<file path="src/rtl/imem_loader_pkg.sv">
// Shared definitions for the boot-time instruction memory loader:
// FSM encoding, stream framing constants and the memory base address.
package imem_loader_pkg;

  typedef enum logic [2:0] {
    ST_IDLE   = 3'd0,
    ST_LEN_LO = 3'd1,
    ST_LEN_HI = 3'd2,
    ST_DATA   = 3'd3,
    ST_CSUM   = 3'd4,
    ST_DONE   = 3'd5,
    ST_ERR    = 3'd6
  } state_t;

  localparam int HDR_BYTES      = 2;
  localparam int BYTES_PER_WORD = 4;
  localparam int CSUM_W         = 8;
  localparam int LEN_W          = HDR_BYTES * 8;
  localparam int WORD_W         = BYTES_PER_WORD * 8;

  localparam logic [31:0] IMEM_BASE = 32'h0000_0000;

  // Byte address of a word slot in instruction memory.
  function automatic logic [31:0] word_addr(input logic [LEN_W-1:0] idx);
    return IMEM_BASE + {{(30-LEN_W){1'b0}}, idx, 2'b00};
  endfunction

endpackage

</file>
<file path="src/rtl/imem_loader_byte_packer.sv">
// Little-endian byte-to-word assembler: the first byte of each group of
// four lands in the least-significant lane of the word.
module byte_packer
  import imem_loader_pkg::*;
(
  input  logic              clk,
  input  logic              rst,
  input  logic              clear,
  input  logic              in_valid,
  input  logic [7:0]        in_byte,
  output logic              word_valid,
  output logic [WORD_W-1:0] word
);

  logic [1:0]        byte_cnt;
  logic [WORD_W-9:0] shift_p0;

  // The fourth byte is combined directly so the word is ready on its accept cycle.
  assign word_valid = in_valid && (byte_cnt == 2'(BYTES_PER_WORD - 1));
  assign word       = {in_byte, shift_p0};

  always_ff @(posedge clk) begin
    if (rst || clear) begin
      byte_cnt <= 2'd0;
    end else if (in_valid) begin
      byte_cnt <= byte_cnt + 2'd1;
    end
  end

  always_ff @(posedge clk) begin
    if (in_valid) begin
      shift_p0 <= {in_byte, shift_p0[WORD_W-9:8]};
    end
  end

endmodule

</file>
<file path="src/rtl/imem_loader.sv">
// Boot loader: parses a length-prefixed, XOR-checksummed byte stream into
// instruction memory writes and holds the core in reset until it verifies.
module imem_loader
  import imem_loader_pkg::*;
#(
  parameter int DEPTH_WORDS = 64,
  parameter int TIMEOUT     = 1024
) (
  input  logic        clk,
  input  logic        rst,
  input  logic [7:0]  i_byte,
  input  logic        i_byte_valid,
  output logic        o_byte_ready,
  output logic        o_wr_en,
  output logic [31:0] o_wr_addr,
  output logic [31:0] o_wr_data,
  output logic        o_core_rst,
  output logic        o_busy,
  output logic        o_done,
  output logic        o_err
);

  localparam int               TMO_W    = $clog2(TIMEOUT + 1);
  localparam logic [TMO_W-1:0] TMO_LAST = TMO_W'(TIMEOUT - 1);
  localparam logic [LEN_W-1:0] DEPTH_L  = LEN_W'(DEPTH_WORDS);

  state_t              state, state_nxt;
  logic [7:0]          len_lo;
  logic [LEN_W-1:0]    len;
  logic [LEN_W-1:0]    n_hdr;
  logic [LEN_W-1:0]    word_idx;
  logic [CSUM_W-1:0]   csum;
  logic [TMO_W-1:0]    tmo_cnt;
  logic                byte_ready;
  logic                accept;
  logic                timed;
  logic                tmo_hit;
  logic                pk_in_vld;
  logic                pk_vld;
  logic [WORD_W-1:0]   pk_word;
  logic                wr_vld_p1;
  logic [31:0]         wr_addr_p1;
  logic [WORD_W-1:0]   wr_data_p1;

  assign byte_ready = (state == ST_LEN_LO) || (state == ST_LEN_HI) ||
                      (state == ST_DATA)   || (state == ST_CSUM);
  assign timed      = (state == ST_LEN_HI) || (state == ST_DATA) || (state == ST_CSUM);
  assign accept     = i_byte_valid && byte_ready;
  assign n_hdr      = {i_byte, len_lo};
  assign pk_in_vld  = accept && (state == ST_DATA);
  // An accepted byte always beats the timeout on the same cycle.
  assign tmo_hit    = timed && !accept && (tmo_cnt == TMO_LAST);

  byte_packer u_packer (
    .clk        (clk),
    .rst        (rst),
    .clear      (state == ST_LEN_LO),
    .in_valid   (pk_in_vld),
    .in_byte    (i_byte),
    .word_valid (pk_vld),
    .word       (pk_word)
  );

  // ST_IDLE lasts exactly one cycle so the stream is refused right after reset.
  always_comb begin
    state_nxt = state;
    case (state)
      ST_IDLE:   state_nxt = ST_LEN_LO;
      ST_LEN_LO: if (accept) state_nxt = ST_LEN_HI;
      ST_LEN_HI: begin
        if (accept) begin
          if (n_hdr > DEPTH_L)    state_nxt = ST_ERR;
          else if (n_hdr == '0)   state_nxt = ST_CSUM;
          else                    state_nxt = ST_DATA;
        end
      end
      ST_DATA:   if (pk_vld && (word_idx == len - LEN_W'(1))) state_nxt = ST_CSUM;
      ST_CSUM:   if (accept) state_nxt = (i_byte == csum) ? ST_DONE : ST_ERR;
      ST_DONE:   state_nxt = ST_DONE;
      ST_ERR:    state_nxt = ST_ERR;
      default:   state_nxt = ST_ERR;
    endcase
    if (tmo_hit) state_nxt = ST_ERR;
  end

  always_ff @(posedge clk) begin
    if (rst) begin
      state    <= ST_IDLE;
      len_lo   <= '0;
      len      <= '0;
      word_idx <= '0;
      csum     <= '0;
      tmo_cnt  <= '0;
    end else begin
      state <= state_nxt;
      if (timed && !accept) tmo_cnt <= tmo_cnt + TMO_W'(1);
      else                  tmo_cnt <= '0;
      if (accept && (state == ST_LEN_LO)) begin
        len_lo <= i_byte;
        csum   <= '0;
      end
      if (accept && (state == ST_LEN_HI)) len <= n_hdr;
      if (pk_in_vld) csum     <= csum ^ i_byte;
      if (pk_vld)    word_idx <= word_idx + LEN_W'(1);
    end
  end

  // Write stage: one cycle behind the fourth byte of each word.
  always_ff @(posedge clk) begin
    if (rst) begin
      wr_vld_p1  <= 1'b0;
      wr_addr_p1 <= '0;
      wr_data_p1 <= '0;
    end else begin
      wr_vld_p1 <= pk_vld;
      if (pk_vld) begin
        wr_addr_p1 <= word_addr(word_idx);
        wr_data_p1 <= pk_word;
      end
    end
  end

  assign o_byte_ready = byte_ready;
  assign o_wr_en      = wr_vld_p1;
  assign o_wr_addr    = wr_addr_p1;
  assign o_wr_data    = wr_data_p1;
  assign o_core_rst   = (state != ST_DONE);
  assign o_busy       = timed;
  assign o_done       = (state == ST_DONE);
  assign o_err        = (state == ST_ERR);

endmodule

</file>
<file path="config.mk">
export PLATFORM = sky130hd
export DESIGN_NAME = imem_loader
export DESIGN_NICKNAME = d
export VERILOG_FILES = /design/src/rtl/imem_loader_pkg.sv /design/src/rtl/imem_loader_byte_packer.sv /design/src/rtl/imem_loader.sv
export SDC_FILE = /design/constraint.sdc
export NUM_CORES = 1
export LEC_CHECK = 0
export BUFFER_PORTS_ARGS = -buffer_cell sky130_fd_sc_hd__buf_2
export CAP_MARGIN = 20
export CORE_AREA = 2 2 145 147
export DETAILED_ROUTE_END_ITERATION = 12
export DIE_AREA = 0 0 147 149
export GPL_TIMING_DRIVEN = 1
export PLACE_DENSITY = 0.53
export SLEW_MARGIN = 5
export SYNTH_ARGS = -nofsm -noshare
export SYNTH_HDL_FRONTEND = slang
export SYNTH_SLANG_ARGS = --single-unit
</file>
<file path="constraint.sdc">
create_clock -name clk -period 3.36 [get_ports clk]
set_input_delay 0.336 -clock clk [delete_from_list [all_inputs] [get_ports clk]]
set_output_delay 0.336 -clock clk [all_outputs]
set_load 0.02 [all_outputs]
</file>
# Word-level counts from Yosys, hierarchy flattened
# Cells that the tools add are included.
dict set report classes {
  add_sub_neg 4
  mul 0
  div 0
  magnitude_cmp 1
  n_eq_ne 19
  shifts 0
  n_mux 11
  n_bitwise 2
  n_reduce_logical 22
}
# cell n
set op_table {}
lappend op_table {{$mux 3} 7}
lappend op_table {{$pmux 3 s6} 1}
lappend op_table {{$add 16x1->16 const B} 1}
lappend op_table {{$eq 16x16->1} 1}
lappend op_table {{$gt 16x7->1 const B} 1}
lappend op_table {{$logic_not 16->1} 1}
lappend op_table {{$mux 8} 2}
lappend op_table {{$sub 16x1->16 const B} 1}
lappend op_table {{$ne 3x3->1 const B} 4}
lappend op_table {{$add 11x1->11 const B} 1}
lappend op_table {{$eq 11x10->1 const B} 1}
lappend op_table {{$eq 3x3->1 const B} 3}
lappend op_table {{$eq 8x8->1} 1}
lappend op_table {{$logic_and 1x1->1} 8}
lappend op_table {{$reduce_and 4->1} 2}
lappend op_table {{$xor 8x8->8} 1}
lappend op_table {{$eq 3x2->1 const B} 2}
lappend op_table {{$logic_or 1x1->1} 6}
lappend op_table {{$ne 2x2->1 const B} 3}
lappend op_table {{$reduce_or 2->1} 2}
lappend op_table {{$eq 3x1->1 const B} 1}
lappend op_table {{$logic_not 3->1} 1}
lappend op_table {{$ne 3x2->1 const B} 1}
lappend op_table {{$add 2x1->2 const B} 1}
lappend op_table {{6 further kinds} 6}
dict set report word_totals {
  reg_bits 137
  latch_bits 0
  ramBits 0
  rom_bits 0
  output_inout_bits 70
  elab_cells 71
  n_memories 0
}

# Depth between registers and ports, before layout
# Gate-level depths: netlist of run 1.
dict set report depth {
  ltp_word 11
  depth_mapped 10
  depth_no_buf 9
}

# By module
# From an unflattened synthesis of run 1, not the netlist that was laid out.
dict set report unflattened {
  hier_cells 629
  hier_area_um2 6012.0
}
# module n_inst cells_each area_per_inst_um2 seq_area_each_um2
set modules_own_cells {}
lappend modules_own_cells {imem_loader 1 589 5132.4 2222.1}
lappend modules_own_cells {byte_packer 1 40 879.6 760.7}

# Least setup slack after synthesis of run 1
# Ideal clock, no wire load.
dict set report synth_path {
  kind {register -> register}
  startpoint {reg len[0]}
  endpoint {reg state[0]}
  arrival_ns 2.325
  setup_slack_ns 0.914
  stages_incl_launch_ff 11
  n_path_buf 1
  synth_period_minus_slack_ns 2.446
  path_cell_list {dfxtp_1 inv_1 ha_1 or4b_1 buf_2 or4b_1 a21oi_1 o32a_1 a41oi_2 a211oi_1 nor4_1}
}
dict set report synth_between {
  elab_chain_len 5
}
# element line
set synth_rtl {}
lappend synth_rtl {{start: declaration} imem_loader.sv:29} ;# logic [LEN_W-1:0] len;
lappend synth_rtl {{start signal: assignment} imem_loader.sv:102} ;# if (accept && (state == ST_LEN_HI)) len <= n_hdr;
lappend synth_rtl {{$sub 16x1->16} imem_loader.sv:77} ;# ST_DATA: if (pk_vld && (word_idx == len - LEN_W'(1))) state_nxt = ST_CSUM;
lappend synth_rtl {{$eq 16x16->1} imem_loader.sv:77}
lappend synth_rtl {{$logic_and 1x1->1} imem_loader.sv:77}
lappend synth_rtl {{$ne 2x1->1 (no source line)} n/a}
lappend synth_rtl {{$reduce_and 4->1 (no source line)} n/a}
lappend synth_rtl {{end signal: assignment} imem_loader.sv:95} ;# state <= state_nxt;
lappend synth_rtl {{end: declaration} imem_loader.sv:27} ;# state_t state, state_nxt;
# Every way passes these cells.
# A chain may end at the register's enable or synchronous reset.

# Final worst setup path of run 1
# Same ends and word-level chain as after synthesis.

==> results of run 1 <==
layer usage:
layer | share of wire | up-vias | GRT usage
li1 | - | 2380 | -
met1 | 0.50 | 2153 | 0.173
met2 | 0.45 | 83 | 0.197
met3 | 0.041 | 12 | 0.0327
met4 | 0.011 | 0 | 0.0389
met5 | 0 | - | 0
final cells by class:
type / instances / area share
Tap cell: 275 / 0.0497
Sequential cell: 137 / 0.431
Inverter: 11 / 0.00596
Multi-Input combinational cell: 493 / 0.380
Clock buffer: 19 / 0.0640
Clock inverter: 13 / 0.0159
Timing Repair Buffer: 71 / 0.0542
logic make-up (layout without fill, tap and decap cells):
logic type                 Yosys count  in the layout  share of synthesized area
xor gates and xnor gates            47             47                     0.0690
muxes                                2              2                    0.00336
DFF                                137            137                      0.500
buffers and inverters               78            114                     0.0696
and+or+nand+nor                    291            291                      0.226
adders and majority gates            4              4                    0.00839
other                                1             16                   0.000628
AOI/OAI and AO/OA                  133            133                      0.123
stage by stage:
stage          setup slack, ns  instances  power [mW]
3_3_place_gp             0.736        987        2.42
4_1_cts                  0.646       1019        4.17
6_report                 0.634       1019        4.12
5_1_grt                  0.485       1019        4.32
3_5_place_dp             0.654        987        2.42
2_1_floorplan            0.914        708        2.32
worst max-delay path: stages, from the launching register on:
cell,delay [ns]
sky130_fd_sc_hd__dfxtp_1,0.37
sky130_fd_sc_hd__inv_1,0.08
sky130_fd_sc_hd__ha_1,0.23
sky130_fd_sc_hd__or4b_1,0.61
sky130_fd_sc_hd__or4b_1,0.54
sky130_fd_sc_hd__a21oi_1,0.14
sky130_fd_sc_hd__o32a_1,0.18
sky130_fd_sc_hd__a41oi_2,0.16
sky130_fd_sc_hd__a211oi_1,0.20
sky130_fd_sc_hd__nor4_1,0.07
cell usage after synthesis, types with 3 or more instances:
master | n | area share
sky130_fd_sc_hd__buf_6 | 3 | 0.0057
sky130_fd_sc_hd__or3_1 | 8 | 0.0084
sky130_fd_sc_hd__inv_1 | 11 | 0.0069
sky130_fd_sc_hd__dfxtp_1 | 113 | 0.38
sky130_fd_sc_hd__xor2_1 | 23 | 0.034
sky130_fd_sc_hd__a21oi_1 | 94 | 0.079
sky130_fd_sc_hd__or2_2 | 3 | 0.0031
sky130_fd_sc_hd__nand2_1 | 164 | 0.10
sky130_fd_sc_hd__nand3_1 | 11 | 0.0092
sky130_fd_sc_hd__and3_1 | 5 | 0.0052
sky130_fd_sc_hd__nand3b_1 | 11 | 0.014
sky130_fd_sc_hd__o21ai_0 | 20 | 0.017
sky130_fd_sc_hd__nor2_1 | 44 | 0.028
sky130_fd_sc_hd__a211oi_1 | 3 | 0.0038
sky130_fd_sc_hd__clkbuf_1 | 39 | 0.025
sky130_fd_sc_hd__nand2b_1 | 3 | 0.0031
sky130_fd_sc_hd__nor3_1 | 7 | 0.0059
sky130_fd_sc_hd__edfxtp_1 | 24 | 0.12
sky130_fd_sc_hd__buf_4 | 19 | 0.024
sky130_fd_sc_hd__or4_1 | 3 | 0.0038
sky130_fd_sc_hd__xnor2_1 | 24 | 0.035
sky130_fd_sc_hd__nand4_1 | 6 | 0.0063
sky130_fd_sc_hd__ha_1 | 4 | 0.0084
sky130_fd_sc_hd__nor4_1 | 9 | 0.0094
how the worst min path moves through the flow:
| stage | slack (ns) | to | cells after the start |
|---|---|---|---|
| floorplan | 0.43 | u_packer.shift_p0[0] | 0 |
| global placement | 0.43 | u_packer.shift_p0[1] | 0 |
| detailed placement | 0.43 | u_packer.shift_p0[3] | 0 |
| CTS | 0.22 | u_packer.shift_p0[18] | 1 |
| global route | 0.24 | u_packer.shift_p0[19] | 1 |
| finish | 0.24 | u_packer.shift_p0[18] | 1 |
registers in the layout, indices dropped and copies added (netlist names), 3 cells and up:
register	cells
o_wr_addr	16
csum	8
len	16
state	3
tmo_cnt	11
u_packer.shift_p0	24
word_idx	16
o_wr_data	32
len_lo	8
where the power goes:
group          internal (mW)  total [mW]  switching (mW)  leakage, nW
Combinational          0.206       0.572           0.366         1.14
Sequential              1.74        1.82          0.0724         1.13
Clock                  0.982        1.74           0.755        0.262
==> results, run 1 <==
- The maximum number of buffers from clock root to sink is 2.
- For this run, the top clock speed supported by timing is 367 MHz.
- The via count of the first global-routing pass was 4216.
- The most common cell after layout, fill and taps aside is sky130_fd_sc_hd__nand2_1.
- The cell at the root of the clock tree is sky130_fd_sc_hd__clkbuf_16.
- The die is 149 microns tall.
- The number of standard cells after synthesis is 693.
- Entering global routing, the biggest net connects 57 pins.
- The die is 147 microns wide.
- The final critical-path required period is 2.73 ns.
- Across the run, the number of max-cap violations was 0.
- Summed over all layers, the routed wires come to 13500 microns.
- The synthesized design contains 137 register bits.
- The remaining routing DRC violations is 0.
- The summed instance area of the synthesized netlist is 0.00597 sq mm.
- Synthesis instantiated 58 different standard cells from the library.
- For this run, the detailed router's first-pass iteration total came to 4.
- The number of DRC violations after detailed-routing iteration 0 is 231.
- The endpoint of the lowest-slack register-to-register path is state[0].
- Relative to the synthesized area, the layout overhead comes to 16.1%.
- In this run the static leakage power is 2.53 nW.
- The post-layout net count is 746.
- The final hold violation count came to 0.
- The fraction of the core area covered by cells at the end of the flow is 0.337.
- After legalization and detailed placement, the total HPWL measured 9080 microns.
- The area of all sequential standard cells is 0.00298 sq mm.
- The ratio of cells with drive above 1 in the final layout is 0.157.
- The setup violation total in the final timing report is 0.
- Counting cells, the worst reg-to-reg path comes to 9.
- In this run the standard cell core region covers 0.0206 sq mm.
- The termination of the worst setup path is state[0].
- After floorplanning, the core was divided into 53 placement rows.
- During I/O placement, the number of pins put on the boundary was 81.
- The number of buffers added by the clock tree synthesis step is 17.
- Along the worst path, the maximum fanout reaches 7.
- The initial standard-cell utilization of the core is 0.290.
- In this run the post-CTS setup repair buffer count came out at 0.
- The max-slew violation count is 0.
- The data arrival time of the worst path is 3.00 ns.
- The worst hold path begins at i_byte[2].
- The register-to-register path setup slack is 0.63 ns.
- The dominant synthesized flop cell is sky130_fd_sc_hd__dfxtp_1.
- The die covers 0.0219 sq mm.
- The capturing element type of the critical path is a flop.
- The worst hold path belongs to the class input port to flop.
- The required time at the endpoint of the critical path is 3.63 ns.
- The H-tree was split into 4 levels.
- The quantity of gates resized following cts is 0.
- The pin slew with the least headroom to its limit is 0.632 ns.
- The fraction of synthesis flops using an asynchronous set or reset pin is 0.
- The CTS tree is yes.
- The total placed instance area is 0.00637 sq mm.
- Hold repair after CTS inserted 0 buffers.
- Dividing total power by cell area gives a power density of 595 mW/mm^2.
- The average wire per standard cell is 13.3 microns.
- The number of flops mapped to enable cells by yosys is 24.
- The number of antenna violations at the first check in global routing came to 0.
- For this run, the register share of the synthesized area comes to 0.500.
- The area occupied by multi-input gates is 0.00263 sq mm.
- The per-cell via count in the routed design is 4.54.
- The detail route stage leaves a number of antenna-violating nets equal to 0.
- The final-layout fill cell count is 2211.
- For this run the aggregate overflow at the end of global routing stands at 0.
- The first global-routing pass estimated 22400 microns of wire.
- In the global route stage, overall resource usage came out at 0.127.
- The top cell types in the final layout, fill and taps aside, are 163 x sky130_fd_sc_hd__nand2_1, 113 x sky130_fd_sc_hd__dfxtp_1, 94 x sky130_fd_sc_hd__a21oi_1.
- The worst ir drop on vdd is 0.000437 V.
- The type of the worst setup path is flop to flop.
- Setup repair after global routing left no endpoint under its margin.
- Headroom to the max-slew limit came out at 0.577.
- The design area is 0.00693 sq mm.
- The warning count from the yosys run is 0.
- The final clock period utilization by the worst path is 0.811.
- Input and output buffers added on the ports amount to 64.
- The clock network latency to the later pin of the worst-skew pair is 0.42 ns.
- The launch instance of the worst register-to-register path is len[0].
- The routed layout has 4628 vias.
- A synthesized cell averages 8.61 sq um.
- Clock-pin slew was measured on the worst setup and hold paths at 0.06 ns.
- The weighted congestion reported at the end of routability-driven placement is 0.779.
- The final hold slack is 0.242 ns.
- In this run the worst setup path begins at len[0].
- The run finished with clean final reports.
- STA classifies the critical path startpoint as a flop.
- 0 antenna diodes ended up in the layout.
- The final total negative setup slack is 0 ns.
- The CTS sink count is 137.
- The worst setup skew after layout is 0.00708 ns.
Power figures use the tool's default switching activity.
==> run 2: changes to the inputs <==
--- a/config.mk
+++ b/config.mk
@@ -5,6 +5,7 @@
 export SDC_FILE = /design/constraint.sdc
 export NUM_CORES = 1
 export LEC_CHECK = 0
+export ABC_AREA = 1
 export BUFFER_PORTS_ARGS = -buffer_cell sky130_fd_sc_hd__buf_2
 export CAP_MARGIN = 20
 export CORE_AREA = 2 2 145 147
==> constraint.sdc (replaced) <==
create_clock -name clk -period 2.8 [get_ports clk]
set_input_delay 0.28 -clock clk [delete_from_list [all_inputs] [get_ports clk]]
set_output_delay 0.28 -clock clk [all_outputs]
set_load 0.02 [all_outputs]
==> results, run 2 <==
- In this run, synthesis inferred 24 flip-flops with an integrated enable.
- The most frequent cell on the critical path is sky130_fd_sc_hd__nand4_1.
- The library cell used most frequently in the layout, excluding fill and tap cells, is sky130_fd_sc_hd__nor2_1.
- The die is 147 microns wide.
- The number of DRC violations after detailed-routing iteration 0 is 344.
- The core area is 0.0206 sq mm.
- The met2 wire length is 6240 microns.
- The final hold violation count is 0.
- For this block, wires on met1 add up to 7200 microns.
- The largest stage delay on the critical path is 0.50 ns.
- Walking the worst path, the cells encountered are nand4_4 -> nor2_4 -> buf_4 -> nand4_1 -> inv_1 -> nand4_1 -> o21ai_0 -> a21oi_1.
- The critical path is of the flop to flop type.
- In the layout the commonest cells are 146 x sky130_fd_sc_hd__nor2_1, 113 x sky130_fd_sc_hd__dfxtp_1, 110 x sky130_fd_sc_hd__nand2_1.
- Setup repair after global routing left no endpoint under its margin.
- The quantity of gates resized following cts is 0.
- Of the post-synthesis cell area, the dominant cell type holds 0.379.
- The per-cell via count in the routed design is 4.37.
- For this run, the register share of the synthesized area comes to 0.500.
- The via count of the first global-routing pass is 4439.
- The fraction of the core area covered by cells at the end of the flow is 0.346.
- The share of total power dissipated in combinational logic is 0.188.
- At the worst endpoint, the required time is 3.11 ns.
- The cell at the root of the clock tree is sky130_fd_sc_hd__clkbuf_16.
- The clock slew seen by the registers of the worst setup and hold paths is 0.06 ns.
- Measured against its own limit, the worst slew margin works out to 0.486.
- The reported max-cap violation count is 0.
- The sequential group share of total power is 0.400.
- Once detail routing completed, the nets flagged for antenna violations numbered 0.
- The repair_antennas step left the layout with diodes totalling 0.
- The standard-cell row count is 53.
- The average wire per standard cell is 12.9 microns.
- The summed instance area of the synthesized netlist is 0.00597 sq mm.
- The number of standard cells after synthesis is 759.
- The clock tree synthesis step divided the H-tree into 4 levels.
- The length of the first detailed-routing pass in iterations is 4.
- The worst ir drop on vdd is 0.000460 V.
- The HPWL after detailed placement is 9940 microns.
- Based on the critical path, the design can be clocked at up to 443 MHz.
- The kind of cell with the highest combined delay along the critical path is simple AND/OR/NAND/NOR gates.
- The leading cell type by number of instances after synthesis is sky130_fd_sc_hd__nor2_1.
- For this run, the total global-route usage over all layers was measured as 0.135.
- The clock drives 137 sinks.
- Along the worst path, the maximum fanout reaches 64.
- By count the netlist is led by 146 x sky130_fd_sc_hd__nor2_1, 113 x sky130_fd_sc_hd__dfxtp_1, 110 x sky130_fd_sc_hd__nand2_1, 80 x sky130_fd_sc_hd__o21ai_0, 62 x sky130_fd_sc_hd__inv_1.
- The final total negative setup slack is 0 ns.
- The die is 149 microns tall.
- The area overhead of the layout relative to synthesis is 19.0%.
- The design draws 5.51 mW.
- The number of hold buffers added after CTS is 0.
- For the pin with the worst max-slew slack, the measured transition is 0.769 ns.
- Cell internal power was estimated by the tool at 3.80 mW.
- Clock tree synthesis inserted a total of 17 buffers.
- The CTS tree is yes.
- Summed over all nets, the switching power comes to 1.72 mW.
- The total power density per cell area is 776 mW/mm^2.
- The post-layout net count is 835.
- The length of routed met3 wiring is 693 microns.
- In this run the count of I/O pins placed on the die edge is 81.
- For this run the aggregate overflow at the end of global routing stands at 0.
- The clock network latency to the later pin of the worst-skew pair is 0.42 ns.
- The clock arrives with 0.00889 ns of skew.
- In the post-synthesis netlist, the biggest area contributors are sky130_fd_sc_hd__dfxtp_1 38%, sky130_fd_sc_hd__edfxtp_1 12%, sky130_fd_sc_hd__nor2_1 9.2%, sky130_fd_sc_hd__nand2_1 6.9%, sky130_fd_sc_hd__o21ai_0 6.7%.
- The power share of the clock group is 0.412.
- Data arrives at the worst endpoint at 2.56 ns.
- The setup violation total in the final timing report is 0.
- The max-slew violation count is 0.
- The detailed-route via count is 4839.
- The remaining routing DRC violations is 0.
- In this run the tool buffered the top-level ports with 64 buffer cells.
- The switching share of total power is 0.311.
- The capturing element type of the critical path is a flop.
- The register with the most flip-flops in the layout has 32 of them.
- The global-route wire length before repair is 23200 microns.
- The fraction of synthesis flops using an asynchronous set or reset pin is 0.
- The weighted congestion reported at the end of routability-driven placement is 0.841.
- Entering global routing, the biggest net connects 65 pins.
- The worst min-delay path class is input port to flop.
- Together, buffers and inverters on the worst path number 2.
- The ratio of cells with drive above 1 in the final layout is 0.164.
- Signal routing reaches up to met4.
- The maximum number of buffers from clock root to sink is 2.
- The leading area contributor after synthesis is sky130_fd_sc_hd__dfxtp_1.
- After filler insertion, the fill cell instance count of the layout stands at 2218.
- The worst setup path is launched from a flop.
- The final clock period utilization by the worst path is 0.806.
- Summed over all layers, the routed wires come to 14300 microns.
- The flow ran to the end, and the final reports show no timing, DRC or antenna violations.
- The dominant synthesized flop cell is sky130_fd_sc_hd__dfxtp_1.
- The clock period could shrink to 2.26 ns.
- The number of antenna violations at the first check in global routing is 0.
- The mean instance size in the synthesized netlist is 7.87 sq um.
- The warning count from the yosys run is 0.
- The synthesized design contains 137 register bits.
- After clock tree synthesis, the setup repair step added 0 buffers.
- For this design the static power due to leakage is 3.04 nW.
- The number of different library cells in the post-synthesis netlist is 41.
- The slowest stage of the critical path is the sky130_fd_sc_hd__dfxtp_1 cell.
- For this configuration, the core starts out at a cell density of 0.290.
- The die covers 0.0219 sq mm.
-- run 2: layer usage --
| metal | up-vias | GRT usage |
|---|---|---|
| li1 | 2551 | - |
| met1 | 2165 | 0.189 |
| met2 | 115 | 0.205 |
| met3 | 8 | 0.0358 |
| met4 | 0 | 0.0418 |
| met5 | - | 0 |
-- run 2: final cells by class --
class | count | area (sq um) | share of cell area
sequential | 137 | 2980 | 0.420
multi-input combinational | 521 | 2540 | 0.357
clock buffer | 18 | 439 | 0.0618
timing repair buffer | 70 | 365 | 0.0514
tap | 275 | 344 | 0.0484
inverter | 73 | 274 | 0.0386
clock inverter | 14 | 163 | 0.0229
-- run 2: worst reg2reg max path, stage by stage, from the launching register on --
cell and delay, ns:
sky130_fd_sc_hd__dfxtp_1 0.50, sky130_fd_sc_hd__nand4_4 0.27, sky130_fd_sc_hd__nor2_4 0.20, sky130_fd_sc_hd__buf_4 0.49, sky130_fd_sc_hd__nand4_1 0.26, sky130_fd_sc_hd__inv_1 0.10
sky130_fd_sc_hd__nand4_1 0.10, sky130_fd_sc_hd__o21ai_0 0.17, sky130_fd_sc_hd__a21oi_1 0.05
-- run 2: through the flow --
stage	instance area, sq um	setup slack (ns)	instances	hold slack, ns
5_1_grt	7100	0.312	1108	0.165
2_1_floorplan	6030	0.857	774	0.358
6_report	7100	0.544	1108	0.184
3_3_place_gp	6500	0.599	1076	0.433
3_5_place_dp	6500	0.526	1076	0.433
4_1_cts	7100	0.541	1108	0.168
-- run 2: cell families (layout without fill, tap and decap cells) --
group                      Yosys count  count (layout)  share of synthesized area
and+or+nand+nor                    336             336                      0.251
AOI/OAI and AO/OA                  144             144                      0.124
DFF                                137             137                      0.500
buffers and inverters              116             175                     0.0851
xor gates and xnor gates            21              21                     0.0308
adders and majority gates            4               4                    0.00838
other                                1              16                   0.000628
-- run 2: power groups by stage --
| stage | Sequential (mW) | Combinational (mW) | Clock (mW) |
|---|---|---|---|
| floorplan | 2.22 | 0.821 | 0 |
| finish | 2.21 | 1.04 | 2.27 |
| CTS | 2.21 | 1.05 | 2.33 |
| global placement | 2.25 | 1.04 | 0 |
| detailed placement | 2.25 | 1.04 | 0 |
| global route | 2.22 | 1.21 | 2.41 |
-- run 2: path summary, 6_finish.rpt --
check	startpoint	to	slack (ns)	cells after the start
worst min register to register	u_packer.shift_p0[15]	u_packer.shift_p0[7]	0.45	0
worst max-delay path	state[0]	word_idx[14]	0.54	8
worst max register to register	state[0]	word_idx[14]	0.54	8
worst min-delay path	i_byte[7]	u_packer.shift_p0[23]	0.18	1
==> run 3: changes to the inputs <==
--- a/config.mk
+++ b/config.mk
@@ -12,7 +12,7 @@
 export DETAILED_ROUTE_END_ITERATION = 12
 export DIE_AREA = 0 0 147 149
 export GPL_TIMING_DRIVEN = 1
-export PLACE_DENSITY = 0.53
+export PLACE_DENSITY = 0.55
 export SLEW_MARGIN = 5
 export SYNTH_ARGS = -nofsm -noshare
 export SYNTH_HDL_FRONTEND = slang
==> constraint.sdc (replaced) <==
create_clock -name clk -period 2 [get_ports clk]
set_input_delay 0.2 -clock clk [delete_from_list [all_inputs] [get_ports clk]]
set_output_delay 0.2 -clock clk [all_outputs]
set_load 0.02 [all_outputs]
==> results, run 3 (synthesis results as in run 2) <==
- The aggregate global-route resource usage is 0.136.
- The reported max-cap violation count is 0.
- The CTS sink count is 137.
- For this run, the share of the core covered by cells in the final layout is 0.350.
- The run finished with clean final reports.
- Of the total power, the share spent switching nets is 0.301.
- The remaining routing DRC violations is 0.
- The number of post-CTS setup repair buffers is 0.
- The post-layout net count is 844.
- At the placement stage, the worst setup path has a slack of 0.0853 ns.
- Across all hold checks on the routed design, the worst slack comes to 0.127 ns.
- The completed layout was analyzed and its total power is 7.78 mW.
- The port buffer count is 64.
- Once detail routing completed, the nets flagged for antenna violations numbered 0.
- The clock slew seen by the registers of the worst setup and hold paths is 0.06 ns.
- The via count of the first global-routing pass is 4457.
- The sequential group share of total power is 0.396.
- The clock network latency to the later pin of the worst-skew pair is 0.41 ns.
- The weighted congestion reported at the end of routability-driven placement is 0.828.
- The total area inside the core boundary comes to 0.0206 sq mm.
- The ratio of cells with drive above 1 in the final layout is 0.181.
- The number of flip-flops in the largest register is 32.
- The worst slew slack as a fraction of its limit is 0.658.
- Fill cells in the final layout number 2215.
- The die covers 0.0219 sq mm.
- The number of H-tree levels is 4.
- The worst setup skew after layout is 0.00927 ns.
- The number of hold buffers added after CTS is 0.
- The final total negative setup slack is 0 ns.
- The clock passes through at most 2 buffers.
- Of the total power, combinational logic draws 0.195.
- The per-cell via count in the routed design is 4.40.
- The placed instances occupy a cell area of 0.00657 sq mm.
- The met1 layer usage reported by global route is 0.188.
- For this design the ratio of total power to cell area is 1080 mW/mm^2.
- The worst ir drop on vdd is 0.000656 V.
- The number of antenna violations at the first check in global routing was 0.
- The global-route wire length before repair is 23300 microns.
- Once layout is complete, the cells apart from fillers number 1117.
- Along the worst path, the maximum fanout reaches 30.
- Setup violations remaining at the end of the flow were counted as 0.
- After global routing the overflow that remains totals 0.
- The required time at the endpoint of the critical path is 2.30 ns.
- The area overhead of the layout relative to synthesis is 20.5%.
- Once detailed placement completed, the half-perimeter wirelength came to 10000 microns.
- The type of the worst setup path is flop to flop.
- Setup repair after global routing could not meet its margin everywhere.
- The pin count of the biggest net entering global routing is 35.
- The internal power of the cells totals 5.44 mW.
- Subtracting the final worst setup slack from the clock period gives 1.82 ns.
- The switching power is 2.34 mW.
- The power share of the clock group is 0.410.
- 81 I/O pins were placed.
- The max-slew violation count is 0.
- The area occupied by multi-input gates is 0.00256 sq mm.
- STA classifies the critical path endpoint as a flop.
- The worst min-delay path class is input port to flop.
- The top achievable clock speed is 550 MHz.
- The data arrival time of the worst path is 2.12 ns.
- In the final routed layout, each cell accounts on average for 12.9 microns.
- The cell at the root of the clock tree is sky130_fd_sc_hd__clkbuf_16.
- The number of placed instances with taps included is 1085.
- The horizontal extent of the die is 147 microns.
- The final worst setup slack is 0.181 ns.
- TritonCTS created 17 clock buffers.
- The routed wire length is 14400 microns.
- After floorplanning, the core was divided into 53 placement rows.
- Leaving out fill and tap cells, the most frequent cell in the layout is sky130_fd_sc_hd__nor2_1.
- In the global route stage, met2 resource usage came out at 0.213.
- The overall die height is 149 microns.
- The initial utilization of the core area, before any placement, comes to 0.290.
- In the final layout, flip-flops and latches occupy 0.00299 sq mm.
- The number of DRC violations after detailed-routing iteration 0 is 301.
- The final hold violation count is 0.
- STA classifies the critical path startpoint as a flop.
- The detailed-route via count is 4912.
- For this run, global-route usage on met3 was measured as 0.0333.
- Leaving out fill and tap cells, the most frequent cells in the layout are 143 x sky130_fd_sc_hd__nor2_1, 111 x sky130_fd_sc_hd__dfxtp_1, 110 x sky130_fd_sc_hd__nand2_1.
- The CTS tree is yes.
- After global routing, the most crowded layer is met2.
- With fillers left out, the area of the finished cells amounts to 0.00720 sq mm.
- Before antenna repair, the detailed router went through 4 iterations.
- The pin slew with the least headroom to its limit is 0.511 ns.
- The final clock period utilization by the worst path is 0.909.
- 0 antenna diodes ended up in the layout.
- The leakage dissipation is 3.08 nW.
run 3: changes by cell type in the layout (fill, tap and decap cells not counted), moves of 3 or more:
| cell | change |
|---|---|
| sky130_fd_sc_hd__inv_6 | -3 |
| sky130_fd_sc_hd__buf_4 | +9 |
| sky130_fd_sc_hd__nor2_2 | +3 |
| sky130_fd_sc_hd__nor2_1 | -3 |
run 3: final cells by class:
| class | instances | area share |
|---|---|---|
| timing repair buffer | 79 | 0.0602 |
| tap | 275 | 0.0478 |
| clock inverter | 14 | 0.0240 |
| multi-input combinational | 521 | 0.356 |
| inverter | 73 | 0.0381 |
| sequential | 137 | 0.415 |
| clock buffer | 18 | 0.0596 |
run 3: worst paths after layout:
check	to	slack, ns	from	cells after the start
setup / recovery	word_idx[14]	0.18	state[2]	9
hold / removal	u_packer.shift_p0[23]	0.13	i_byte[7]	1
setup reg to reg	word_idx[14]	0.18	state[2]	9
hold reg to reg	u_packer.shift_p0[3]	0.45	u_packer.shift_p0[11]	0
run 3: worst max-delay path, cell delays in order, from the launching register on:
cell                      delay, ns
sky130_fd_sc_hd__dfxtp_1       0.31
sky130_fd_sc_hd__inv_2         0.14
sky130_fd_sc_hd__nand4_4       0.14
sky130_fd_sc_hd__nor2_4        0.23
sky130_fd_sc_hd__buf_4         0.30
sky130_fd_sc_hd__nand4_1       0.17
sky130_fd_sc_hd__inv_1         0.09
sky130_fd_sc_hd__nand4_1       0.09
sky130_fd_sc_hd__o21ai_0       0.17
sky130_fd_sc_hd__a21oi_1       0.06
run 3: timing repair:
item | in CTS | in global routing
setup endpoints to repair | 0 | 7
gates resized for setup | 0 | 8
endpoints found under the hold margin | 0 | 0
run 3: routing by layer:
layer | vias up | wire, microns | share of wire
li1 | 2581 | - | -
met5 | - | 0 | 0
met4 | 0 | 119 | 0.0083
met2 | 98 | 6510 | 0.45
met3 | 7 | 623 | 0.043
met1 | 2226 | 7150 | 0.50
run 3: power groups by stage:
stage	Sequential, mW	Combinational [mW]	Clock (mW)
detailed placement	3.13	1.50	0
finish	3.08	1.51	3.19
global route	3.10	1.74	3.40
floorplan	3.11	1.15	0
CTS	3.07	1.51	3.27
global placement	3.13	1.50	0
